==> src/rtl/matrix_result_writer.sv <==
// -----------------------------------------------------------------------------
// matrix_result_writer
//
// Responder side of the matrix-op result-write handshake. One request
// (id, shape, name) is accepted while idle. The writer then puts three
// metadata words at the start of that matrix's block of shared BRAM and
// streams rows*cols data words in behind them. A result that does not fit in
// the block after the header is rejected with a one-cycle write_error.
//
// Ports
//   clk, rst_n      clock, asynchronous active-low reset
//   write_request   producer requests a result write (held until write_ready)
//   write_ready     writer idle; a request is accepted on this clock edge
//   matrix_id       destination block
//   actual_rows     result rows
//   actual_cols     result columns
//   matrix_name     8 name bytes, element 0 is the first character
//   data_in         stream word, row-major
//   data_valid      data_in valid
//   writer_ready    writer is consuming stream words this cycle
//   write_done      one-cycle pulse, block fully written
//   write_error     one-cycle pulse, request rejected (too large)
//   bram_we         BRAM write enable
//   bram_addr       BRAM write address (0 when bram_we is low)
//   bram_wdata      BRAM write data    (0 when bram_we is low)
// -----------------------------------------------------------------------------
module matrix_result_writer #(
  parameter int DATA_WIDTH     = 32,
  parameter int ADDR_WIDTH     = 13,
  parameter int BLOCK_SIZE     = 1024,
  parameter int METADATA_WORDS = 3,
  parameter int NUM_MATRICES   = 8
) (
  input  logic                            clk,
  input  logic                            rst_n,
  input  logic                            write_request,
  output logic                            write_ready,
  input  logic [$clog2(NUM_MATRICES)-1:0] matrix_id,
  input  logic [7:0]                      actual_rows,
  input  logic [7:0]                      actual_cols,
  input  logic [7:0]                      matrix_name [0:7],
  input  logic [DATA_WIDTH-1:0]           data_in,
  input  logic                            data_valid,
  output logic                            writer_ready,
  output logic                            write_done,
  output logic                            write_error,
  output logic                            bram_we,
  output logic [ADDR_WIDTH-1:0]           bram_addr,
  output logic [DATA_WIDTH-1:0]           bram_wdata
);

  // Largest data payload that still fits behind the header in one block.
  localparam logic [15:0] CAPACITY = 16'(BLOCK_SIZE - METADATA_WORDS);

  typedef enum logic [2:0] {
    IDLE   = 3'd0,
    META0  = 3'd1,
    META1  = 3'd2,
    META2  = 3'd3,
    STREAM = 3'd4,
    DONE   = 3'd5,
    ERR    = 3'd6
  } state_t;

  state_t                state_q, state_d;
  logic [ADDR_WIDTH-1:0] base_q;
  logic [7:0]            rows_q, cols_q;
  logic [7:0]            name_q [0:7];
  logic [15:0]           count_q;
  logic [15:0]           idx_q;

  // Shape of the request currently on the inputs; only meaningful in IDLE.
  logic [15:0] count_in;
  assign count_in = 16'(actual_rows) * 16'(actual_cols);

  logic accept;
  assign accept = (state_q == IDLE) && write_request;

  // ---------------------------------------------------------------------------
  // State and captured request
  // ---------------------------------------------------------------------------
  // NOTE: sequential state uses non-blocking (<=) so every register samples the
  // pre-edge values; the combinational block below uses blocking (=).
  always_ff @(posedge clk or negedge rst_n) begin
    if (!rst_n) begin
      state_q <= IDLE;
      base_q  <= '0;
      rows_q  <= '0;
      cols_q  <= '0;
      count_q <= '0;
      idx_q   <= '0;
      // NOTE: name_q is an 8-byte register array, not a RAM, so resetting it
      // is cheap; the shared BRAM itself is never reset by this block.
      for (int i = 0; i < 8; i++) name_q[i] <= '0;
    end else begin
      state_q <= state_d;
      if (accept) begin
        // Fields are sampled only here; later input changes are ignored.
        base_q  <= ADDR_WIDTH'(matrix_id) * ADDR_WIDTH'(BLOCK_SIZE);
        rows_q  <= actual_rows;
        cols_q  <= actual_cols;
        count_q <= count_in;
        idx_q   <= '0;
        for (int i = 0; i < 8; i++) name_q[i] <= matrix_name[i];
      end else if (state_q == STREAM && data_valid) begin
        idx_q <= idx_q + 16'd1;
      end
    end
  end

  // ---------------------------------------------------------------------------
  // Next state and output decode
  // ---------------------------------------------------------------------------
  always_comb begin
    // NOTE: every signal gets a default before the case so no path leaves a
    // variable unassigned, which would otherwise infer a latch.
    state_d      = state_q;
    write_ready  = 1'b0;
    writer_ready = 1'b0;
    write_done   = 1'b0;
    write_error  = 1'b0;
    bram_we      = 1'b0;
    bram_addr    = '0;
    bram_wdata   = '0;

    unique case (state_q)
      IDLE: begin
        write_ready = 1'b1;
        if (write_request) state_d = (count_in > CAPACITY) ? ERR : META0;
      end
      META0: begin
        bram_we    = 1'b1;
        bram_addr  = base_q;
        bram_wdata = DATA_WIDTH'({rows_q, cols_q, 16'h0000});
        state_d    = META1;
      end
      META1: begin
        bram_we    = 1'b1;
        bram_addr  = base_q + ADDR_WIDTH'(1);
        bram_wdata = DATA_WIDTH'({name_q[0], name_q[1], name_q[2], name_q[3]});
        state_d    = META2;
      end
      META2: begin
        bram_we    = 1'b1;
        bram_addr  = base_q + ADDR_WIDTH'(2);
        bram_wdata = DATA_WIDTH'({name_q[4], name_q[5], name_q[6], name_q[7]});
        // An empty result is complete once the header is down.
        state_d    = (count_q == 16'd0) ? DONE : STREAM;
      end
      STREAM: begin
        writer_ready = 1'b1;
        if (data_valid) begin
          // Zero-latency pass-through: the word goes to BRAM in the cycle it is valid.
          bram_we    = 1'b1;
          bram_addr  = base_q + ADDR_WIDTH'(METADATA_WORDS) + ADDR_WIDTH'(idx_q);
          bram_wdata = data_in;
          if (idx_q == count_q - 16'd1) state_d = DONE;
        end
      end
      DONE: begin
        write_done = 1'b1;
        state_d    = IDLE;
      end
      ERR: begin
        write_error = 1'b1;
        state_d     = IDLE;
      end
      default: state_d = IDLE;
    endcase
  end

endmodule

==> config.mk <==
export PLATFORM = sky130hd
export DESIGN_NAME = matrix_result_writer
export DESIGN_NICKNAME = d
export VERILOG_FILES = /design/src/rtl/matrix_result_writer.sv
export SDC_FILE = /design/constraint.sdc
export NUM_CORES = 1
export LEC_CHECK = 0
export ABC_AREA = 1
export CORE_MARGIN = 5
export CORE_UTILIZATION = 48
export CTS_CLUSTER_DIAMETER = 60
export DETAILED_ROUTE_END_ITERATION = 8
export HOLD_SLACK_MARGIN = 0.02
export PLACE_DENSITY = 0.78
export SYNTH_ARGS = -nofsm -noshare
export SYNTH_HDL_FRONTEND = slang
export SYNTH_SLANG_ARGS = --single-unit
==> constraint.sdc <==
create_clock -name clk -period 1.6 [get_ports clk]
set_input_delay 0.32 -clock clk [delete_from_list [all_inputs] [get_ports clk]]
set_output_delay 0.32 -clock clk [all_outputs]
set_load 0.01 [all_outputs]
==> results.md, run 1 <==
* Status: aborted with a tool error
* Stop stage: 5_1_grt
* Log Error: [ERROR GRT-0232] Routing congestion too high. Check the congestion heatmap in the GUI.
* Initial Utilization at 0.4865
* Number of top-level design ports at 169
* Overall overflow remaining after global route at 51
* Number of levels in the clock H-tree at 4
* Post-synthesis cell type count at 39
* Total GRT Usage at 0.6938
* Seq cells post-synth at 118
* Input/output buffers at 168
* Netlist area before placement at 8738 sq um
* Register area share after synthesis at 0.3379
* DIE WIDTH at 144.9 microns
* Worst EP Category: register data pin
* # clock sinks at 118
* Mean Syn Cell Area at 6.891 sq um
* Synthesized netlist net count at 1464
* Most frequently used flop master after synthesis: sky130_fd_sc_hd__dfrtp_1
* Clock buffer depth at 2
* Number of buffers created by CTS at 17
* Yosys synthesis warning count at 0
* Cells after synthesis at 1268
* Die extent in y at 144.9 microns
* Worst Endpoint after GRT Repair: state_q[0]$_DFFE_PN0P_/D
* Routability congestion estimate from global placement at 0.8728
* Share of synthesized registers carrying an async set or reset at 1.000
* Number of flops mapped to enable cells by yosys at 0
* Largest net degree at the start of global routing at 56
* HPWL Detailed at 19330 microns
* Count of standard-cell rows at 49
* Master cell of the clock root buffer: sky130_fd_sc_hd__clkbuf_16
-- per-stage QoR --
stage / setup WS, ns / instances / hold WS, ns / instance area (sq um)
3_3_place_gp: -2.996 / 1791 / 0.2265 / 12200
4_1_cts: -2.233 / 1901 / 0.1289 / 14360
2_1_floorplan: -2.257 / 1268 / 0.02441 / 9204
3_5_place_dp: -3.053 / 1791 / 0.2295 / 12200
-- cell families after synthesis --
| family | count (synthesis) | share of synthesized area |
|---|---|---|
| adders and majority gates | 77 | 0.1412 |
| AOI/OAI and AO/OA | 87 | 0.05527 |
| xor gates and xnor gates | 16 | 0.01604 |
| DFF | 118 | 0.3379 |
| and+or+nand+nor | 744 | 0.3515 |
| buffers and inverters | 226 | 0.09808 |
-- synth_stat cells (3+ instances only) --
library cell / n / area [sq um]
sky130_fd_sc_hd__ha_1: 41 / 513.0
sky130_fd_sc_hd__clkbuf_1: 44 / 165.2
sky130_fd_sc_hd__a22oi_1: 7 / 52.55
sky130_fd_sc_hd__xnor2_1: 7 / 61.31
sky130_fd_sc_hd__o21bai_1: 3 / 22.52
sky130_fd_sc_hd__nand3b_1: 4 / 30.03
sky130_fd_sc_hd__nor2_2: 9 / 56.30
sky130_fd_sc_hd__fa_1: 36 / 720.7
sky130_fd_sc_hd__o21ai_0: 35 / 175.2
sky130_fd_sc_hd__nor2_1: 53 / 198.9
sky130_fd_sc_hd__nor3_1: 11 / 55.05
sky130_fd_sc_hd__buf_2: 7 / 35.03
sky130_fd_sc_hd__nand4_1: 16 / 100.1
sky130_fd_sc_hd__a21oi_1: 31 / 155.2
sky130_fd_sc_hd__xor2_1: 9 / 78.83
sky130_fd_sc_hd__nand3_1: 56 / 280.3
sky130_fd_sc_hd__nand2_1: 579 / 2173
sky130_fd_sc_hd__dfrtp_1: 118 / 2953
sky130_fd_sc_hd__inv_1: 167 / 626.9
sky130_fd_sc_hd__inv_2: 5 / 18.77
-- per-layer routing --
| metal | GRT usage | overflow |
|---|---|---|
| met3 | 0.5379 | 2 |
| met2 | 0.8563 | 16 |
| met5 | 0.1318 | 0 |
| met4 | 0.6968 | 33 |
| met1 | 0.7009 | 0 |
-- what timing repair did --
item | CTS
hold endpoints to repair | 18
pin swaps | 74
buffers inserted | 61
gates cloned | 18
endpoints found under the setup margin | 163
hold buffers | 1
gates resized for setup | 526
==> inputs of run 2 (changes only) <==
CORE_UTILIZATION = 39   (was 48)
CTS_CLUSTER_DIAMETER = not set   (was 60)
HOLD_SLACK_MARGIN = not set   (was 0.02)
PLACE_DENSITY = not set   (was 0.78)
PLACE_DENSITY_LB_ADDON = 0.15   (was not set)
clock period = 2.1 ns   (was 1.6 ns; I/O delays follow)
==> results.md, run 2 <==
* Die extent in y at 159.7 microns
* Net count, final at 1826
* Fraction of post-synthesis cell area in the top cell type by area at 0.3379
* DIE WIDTH at 159.7 microns
* Via count at 9277
* Worst hold path type: primary input to async pin
* Net switching power figure at 0.007280 W
* Leakage component of the power at 7.838 nW
* Count of standard-cell rows at 54
* Most used cells in the layout excluding fill and tap cells: 451 x sky130_fd_sc_hd__nand2_1, 133 x sky130_fd_sc_hd__buf_4, 121 x sky130_fd_sc_hd__inv_1, 118 x sky130_fd_sc_hd__dfrtp_1, 101 x sky130_fd_sc_hd__clkdlybuf4s50_1
* Register with the highest flop count: name_q
* Most common cell after layout, fill and taps aside: sky130_fd_sc_hd__nand2_1
* Total DRC errors in the routed layout at 0
* HPWL Detailed at 18710 microns
* Share of synthesized registers carrying an async set or reset at 1.000
* Category of the worst setup path launch point: primary input
* TritonCTS clock tree: yes
* Clock latency on the worst-skew pair at 0.42 ns
* Initial Utilization at 0.3979
* Post-synthesis cell type count at 39
* # clock sinks at 118
* Data arrival time of the critical path at 4.19 ns
* Status: finished with violations
* Total GRT Usage at 0.2225
* Worst EP required at 2.42 ns
* Master cell of the clock root buffer: sky130_fd_sc_hd__clkbuf_16
* Critical path capture point type: flop
* Power share of the sequential group at 0.226
* Largest net degree at the start of global routing at 119
* Clock transition time at the flip-flop clock pins of the worst setup and hold paths at 0.06 ns
* Number of vias per cell after detailed routing at 4.824
* RSZ-0062 raised after global routing: yes
* Input/output buffers at 168
* Max Freq at 258.0 MHz
* Clock tree skew after final layout at 0.01012 ns
* Ant diodes at 0
* Switching part of the total at 0.4179
* Number of top-level design ports at 169
* Aggregate negative setup slack at -31.19 ns
* Ratio of cells with drive above 1 in the final layout at 0.3828
* Netlist area before placement at 8738 sq um
* Number of global-route vias before repair at 9355
* Routability congestion estimate from global placement at 0.8323
* Total core area at 21960 sq um
* Setup slack of the most critical reg-to-reg path at -0.09 ns
* End-of-flow core utilization at 0.6647
* Tcrit/Tclk final at 1.845
* Worst relative slew slack at 0.5042
* Combinational fraction of design power at 0.600
* Slew of the pin with the lowest slew margin at 0.7437 ns
* Max FO, Critical Path at 6
* Clock network fraction of design power at 0.174
* Clock buffer depth at 2
* Most frequent cells after synthesis: 579 x sky130_fd_sc_hd__nand2_1, 167 x sky130_fd_sc_hd__inv_1, 118 x sky130_fd_sc_hd__dfrtp_1
* Number of max-cap violations at 0
* Antenna violations before repair at 0
* Average routed wire per standard cell at 15.39 microns
* Cell area power density at 1193 nW/um^2
* Worst voltage drop across the vdd grid at 0.4580 mV
* Number of flops mapped to enable cells by yosys at 0
* Number of slew-limit violations in the final report at 0
* Most area-consuming cells after synthesis: sky130_fd_sc_hd__dfrtp_1 34%, sky130_fd_sc_hd__nand2_1 25%, sky130_fd_sc_hd__fa_1 8.2%, sky130_fd_sc_hd__inv_1 7.2%, sky130_fd_sc_hd__ha_1 5.9%
* Synthesized netlist net count at 1464
* CTS Hold Bufs at 0
* # fillers at 1751
* Finish-stage setup viols at 61
* Library cell occupying the most area in the post-synthesis netlist: sky130_fd_sc_hd__dfrtp_1
* Seq cells post-synth at 118
* Drt total wl at 29600 microns
* Dominant cell by count in the synthesized netlist: sky130_fd_sc_hd__nand2_1
* Die ar. at 25500 sq um
* Yosys synthesis warning count at 0
* Crit path kind: primary input to flop
* Cells after synthesis at 1268
* Mean Syn Cell Area at 6.891 sq um
* Setup ws final at -1.775 ns
* Final-report hold violation count at 2
* Number of flip-flops in the largest register at 64
* Total non-filler cell area in the finished layout at 14600 sq um
* Detailed Route Iter0 Violations at 492
* Overall overflow remaining after global route at 0
* Total cell area at the placement stage at 11840 sq um
* Number of buffers created by CTS at 17
* Worst slack at placement at -2.750 ns
* Most frequently used flop master after synthesis: sky130_fd_sc_hd__dfrtp_1
* Pint at 0.01014 W
* Registers with the highest flip-flop counts: name_q: 64 flops, count_q: 16 flops, idx_q: 16 flops
* Number of antenna-violating nets in the routed design at 0
* Final min period at 3.875 ns
* Hold slack at -0.008351 ns
* Violations in the final reports: negative hold slack, negative setup slack
* Register area share after synthesis at 0.3379
* Synthesis-to-layout area growth at 67.04%
* First drt pass iteration count at 5
* Number of levels in the clock H-tree at 4
* Global-route wire length before repair at 46510 microns
-- run 2: power by group through the flow --
stage / logic, W / registers [W] / clock network, W
after floorplan: 0.00482 / 0.00372 / 0
after global placement: 0.00783 / 0.00381 / 0
after detailed placement: 0.00790 / 0.00383 / 0
after CTS: 0.00923 / 0.00384 / 0.00308
after global routing: 0.0115 / 0.00406 / 0.00316
final: 0.0104 / 0.00394 / 0.00304
-- run 2: worst max-delay path: stages --
cell and delay, ns:
sky130_fd_sc_hd__buf_8 0.11, sky130_fd_sc_hd__nand2_1 0.07, sky130_fd_sc_hd__inv_2 0.04, sky130_fd_sc_hd__fa_1 0.49, sky130_fd_sc_hd__fa_1 0.51, sky130_fd_sc_hd__fa_1 0.53, sky130_fd_sc_hd__inv_2 0.04, sky130_fd_sc_hd__fa_1 0.51
sky130_fd_sc_hd__inv_2 0.05, sky130_fd_sc_hd__ha_4 0.26, sky130_fd_sc_hd__nand2_4 0.09, sky130_fd_sc_hd__inv_2 0.04, sky130_fd_sc_hd__a21oi_2 0.14, sky130_fd_sc_hd__nand2_2 0.08, sky130_fd_sc_hd__nand2_2 0.07, sky130_fd_sc_hd__nand2_2 0.05
sky130_fd_sc_hd__nand2_2 0.06, sky130_fd_sc_hd__nand2_2 0.06, sky130_fd_sc_hd__nor2_2 0.10, sky130_fd_sc_hd__nand4_1 0.20, sky130_fd_sc_hd__nand2_1 0.11, sky130_fd_sc_hd__nand2_1 0.05, sky130_fd_sc_hd__nand2_1 0.06, sky130_fd_sc_hd__nand2_1 0.05
-- run 2: path summary, 6_finish.rpt --
path                       cells past startpoint                endpoint                   start
setup / recovery                              24  state_q[2]$_DFFE_PN0P_          actual_cols[4]
hold / removal                                 2    idx_q[3]$_DFFE_PN0P_                   rst_n
setup reg to reg                              16   idx_q[15]$_DFFE_PN0P_  state_q[0]$_DFFE_PN0P_
hold reg to reg                                2  name_q[45]$_DFFE_PN0P_  name_q[45]$_DFFE_PN0P_
max in group asynchronous                      2   rows_q[1]$_DFFE_PN0P_                   rst_n
min in group clk                               4   cols_q[4]$_DFFE_PN0P_          actual_cols[4]
-- run 2: final cells by class --
cell class                 instances  area (sq um)  area share
clock inverter                    14         175.2     0.01200
clock buffer                      18         429.2     0.02940
multi-input combinational        924          6115      0.4189
sequential                       118          2953      0.2023
tap                              280         350.3     0.02400
inverter                         174         669.4     0.04586
timing repair buffer             395          3905      0.2675
-- run 2: stage by stage --
step	instances	total power (W)
detailed placement	1803	0.01173
floorplan	1268	0.008539
CTS	1904	0.01614
global route	1923	0.01870
global placement	1803	0.01164
finish	1923	0.01742
-- run 2: cells by family (layout without fill, tap and decap cells) --
kind of cell / after synthesis / in the layout / share of synthesized area
simple gates: 744 / 744 / 0.3515
buf+inv: 226 / 601 / 0.09808
flops: 118 / 118 / 0.3379
compound gates: 87 / 87 / 0.05527
fa+ha+maj: 77 / 77 / 0.1412
xor+xnor: 16 / 16 / 0.01604
-- run 2: metal layers --
layer,global-route usage,share of wire
met5,0,0
met4,0.07456,0.027
met3,0.04381,0.043
met2,0.3800,0.50
met1,0.2836,0.43
-- run 2: repair_timing --
action,CTS,global route
resized for setup,493,240
gates cloned,7,3
pin swaps,85,116
endpoints found under the setup margin,68,66
setup buffers,67,37
(Power assumes the default switching activity.)
==> inputs of run 3 (changes only) <==
CAP_MARGIN = 30   (was not set)
SKIP_CTS_REPAIR_TIMING = 1   (was not set)
==> results.md, run 3 (synthesized netlist as in run 2, its figures left out) <==
* Status: finished with violations
* Violations in the final reports: negative setup slack
* # clock sinks at 118
* Number of top-level design ports at 169
* Synthesis-to-layout area growth at 58.99%
* Average routed wire per standard cell at 14.79 microns
* Number of max-cap violations at 0
* Number of vias per cell after detailed routing at 4.738
* Combinational fraction of design power at 0.585
* Slowest stage delay, CP at 0.54 ns
* Launch point of the worst reg-to-reg path: state_q[0]$_DFFE_PN0P_
* Register with the highest flop count: name_q
* HPWL Detailed at 18710 microns
* Tcrit/Tclk final at 1.841
* Detailed Route Iter0 Violations at 415
* Global-route wire length before repair at 41830 microns
* Net count, final at 1800
* Number of non-filler instances in the completed layout at 1897
* End-of-flow core utilization at 0.6327
* Data arrival time of the critical path at 4.18 ns
* Registers with the highest flip-flop counts: name_q: 64 flops, count_q: 16 flops, idx_q: 16 flops
* Number of cells on the worst reg-to-reg path at 15
* Aggregate negative setup slack at -26.73 ns
* Initial Utilization at 0.3979
* Kind of cell with the highest combined delay on the critical path: adder cells
* Clock tree skew after final layout at 0.008494 ns
* Overall overflow remaining after global route at 0
* Via count at 8988
* Count of standard-cell rows at 54
* Number of antenna-violating nets in the routed design at 0
* Worst slack at placement at -2.750 ns
* First drt pass iteration count at 7
* Number of flip-flops in the largest register at 64
* Setup slack of the most critical reg-to-reg path at 0.07 ns
* Drt total wl at 28060 microns
* Cell area power density at 1202 nW/um^2
* Ratio of cells with drive above 1 in the final layout at 0.3321
* Total power after layout at 0.01670 W
* Power share of the sequential group at 0.233
* Destination of the worst register-to-register timing path: idx_q[15]$_DFFE_PN0P_
* Max Freq at 258.6 MHz
* Crit path kind: primary input to flop
* Max stage delay cell, worst path: sky130_fd_sc_hd__fa_1
* DIE WIDTH at 159.7 microns
* Number of global-route vias before repair at 8560
* Total core area at 21960 sq um
* Master cell of the clock root buffer: sky130_fd_sc_hd__clkbuf_16
* Slew of the pin with the lowest slew margin at 0.7003 ns
* Input/output buffers at 168
* Pint at 0.009729 W
* Setup ws final at -1.766 ns
* Final min period at 3.866 ns
* Most common cell after layout, fill and taps aside: sky130_fd_sc_hd__nand2_1
* Largest net degree at the start of global routing at 119
* Total GRT Usage at 0.1981
* Max FO, Critical Path at 7
* TritonCTS clock tree: yes
* CP bufs+invs at 6
* Clock latency on the worst-skew pair at 0.43 ns
* Worst voltage drop across the vdd grid at 0.4675 mV
* Switching part of the total at 0.4176
* Worst hold path type: primary input to async pin
* Worst EP required at 2.41 ns
* Most used cells in the layout excluding fill and tap cells: 489 x sky130_fd_sc_hd__nand2_1, 143 x sky130_fd_sc_hd__buf_4, 129 x sky130_fd_sc_hd__inv_1, 118 x sky130_fd_sc_hd__dfrtp_1, 101 x sky130_fd_sc_hd__clkdlybuf4s50_1
* Placed Instances at 1803
* Clock transition time at the flip-flop clock pins of the worst setup and hold paths at 0.06 ns
* Category of the worst setup path launch point: primary input
* Ant diodes at 0
* Number of buffers created by CTS at 17
* Routability congestion estimate from global placement at 0.8323
* Worst relative slew slack at 0.5332
* Total DRC errors in the routed layout at 0
* Die extent in y at 159.7 microns
* Leakage component of the power at 7.512 nW
* RSZ-0062 raised after global routing: yes
* Critical path capture point type: flop
* Dominant cell type by count on the critical path: sky130_fd_sc_hd__nand2_2
* Finish-stage setup viols at 58
* Final-report hold violation count at 0
* Clock network fraction of design power at 0.182
* Number of slew-limit violations in the final report at 0
* Number of levels in the clock H-tree at 4
* Antenna violations before repair at 0
* Clock buffer depth at 2
* Die ar. at 25500 sq um
* Net switching power figure at 0.006975 W
[run 3: changes by cell type in the layout (fill, tap and decap cells not counted), sizes merged]
cell and change:
buf -37, clkdlybuf4s15 -1, dlymetal6s2s +6, clkinv +1, clkbuf +7, dlygate4sd2 -1, clkinvlp -1
[run 3: area by class of cell]
type,instances,area [sq um]
timing repair buffer,369,3510
multi-input combinational,924,5798
fill,1847,8065
clock buffer,18,429.2
tap,280,350.3
inverter,174,678.2
sequential,118,2953
clock inverter,14,175.2
[run 3: worst max path at each step]
| stage | end | depth (start not counted) | from |
|---|---|---|---|
| global route | state_q[2]$_DFFE_PN0P_ | 25 | actual_cols[7] |
| floorplan | state_q[1]$_DFFE_PN0P_ | 22 | actual_cols[2] |
| CTS | state_q[1]$_DFFE_PN0P_ | 21 | actual_cols[2] |
| finish | state_q[2]$_DFFE_PN0P_ | 25 | actual_cols[7] |
| detailed placement | state_q[1]$_DFFE_PN0P_ | 21 | actual_cols[2] |
| global placement | state_q[2]$_DFFE_PN0P_ | 24 | actual_cols[2] |
[run 3: power by group through the flow]
stage	sequential [W]	clock, W	combinational (W)
detailed placement	0.00383	0	0.00790
finish	0.00389	0.00304	0.00977
global placement	0.00381	0	0.00783
global route	0.00402	0.00316	0.0108
CTS	0.00381	0.00308	0.00796
floorplan	0.00372	0	0.00482
[run 3: through the flow]
step	hold slack, ns	cell area, sq um
floorplan	0.1244	9079
global placement	0.4624	11840
detailed placement	0.4649	11840
CTS	0.1099	12440
global route	0.1268	13890
finish	0.02820	13890
[run 3: per-layer routing]
metal / track usage / part of all wire
met4: 0.05365 / 0.022
met3: 0.03840 / 0.035
met2: 0.3388 / 0.49
met5: 0 / 0
met1: 0.2578 / 0.46
==> inputs of run 4 (changes only) <==
HOLD_SLACK_MARGIN = 0.1   (was not set)
==> results of run 4 <==
Same layout as run 3: the final DEF is identical, and so are final timing and power.
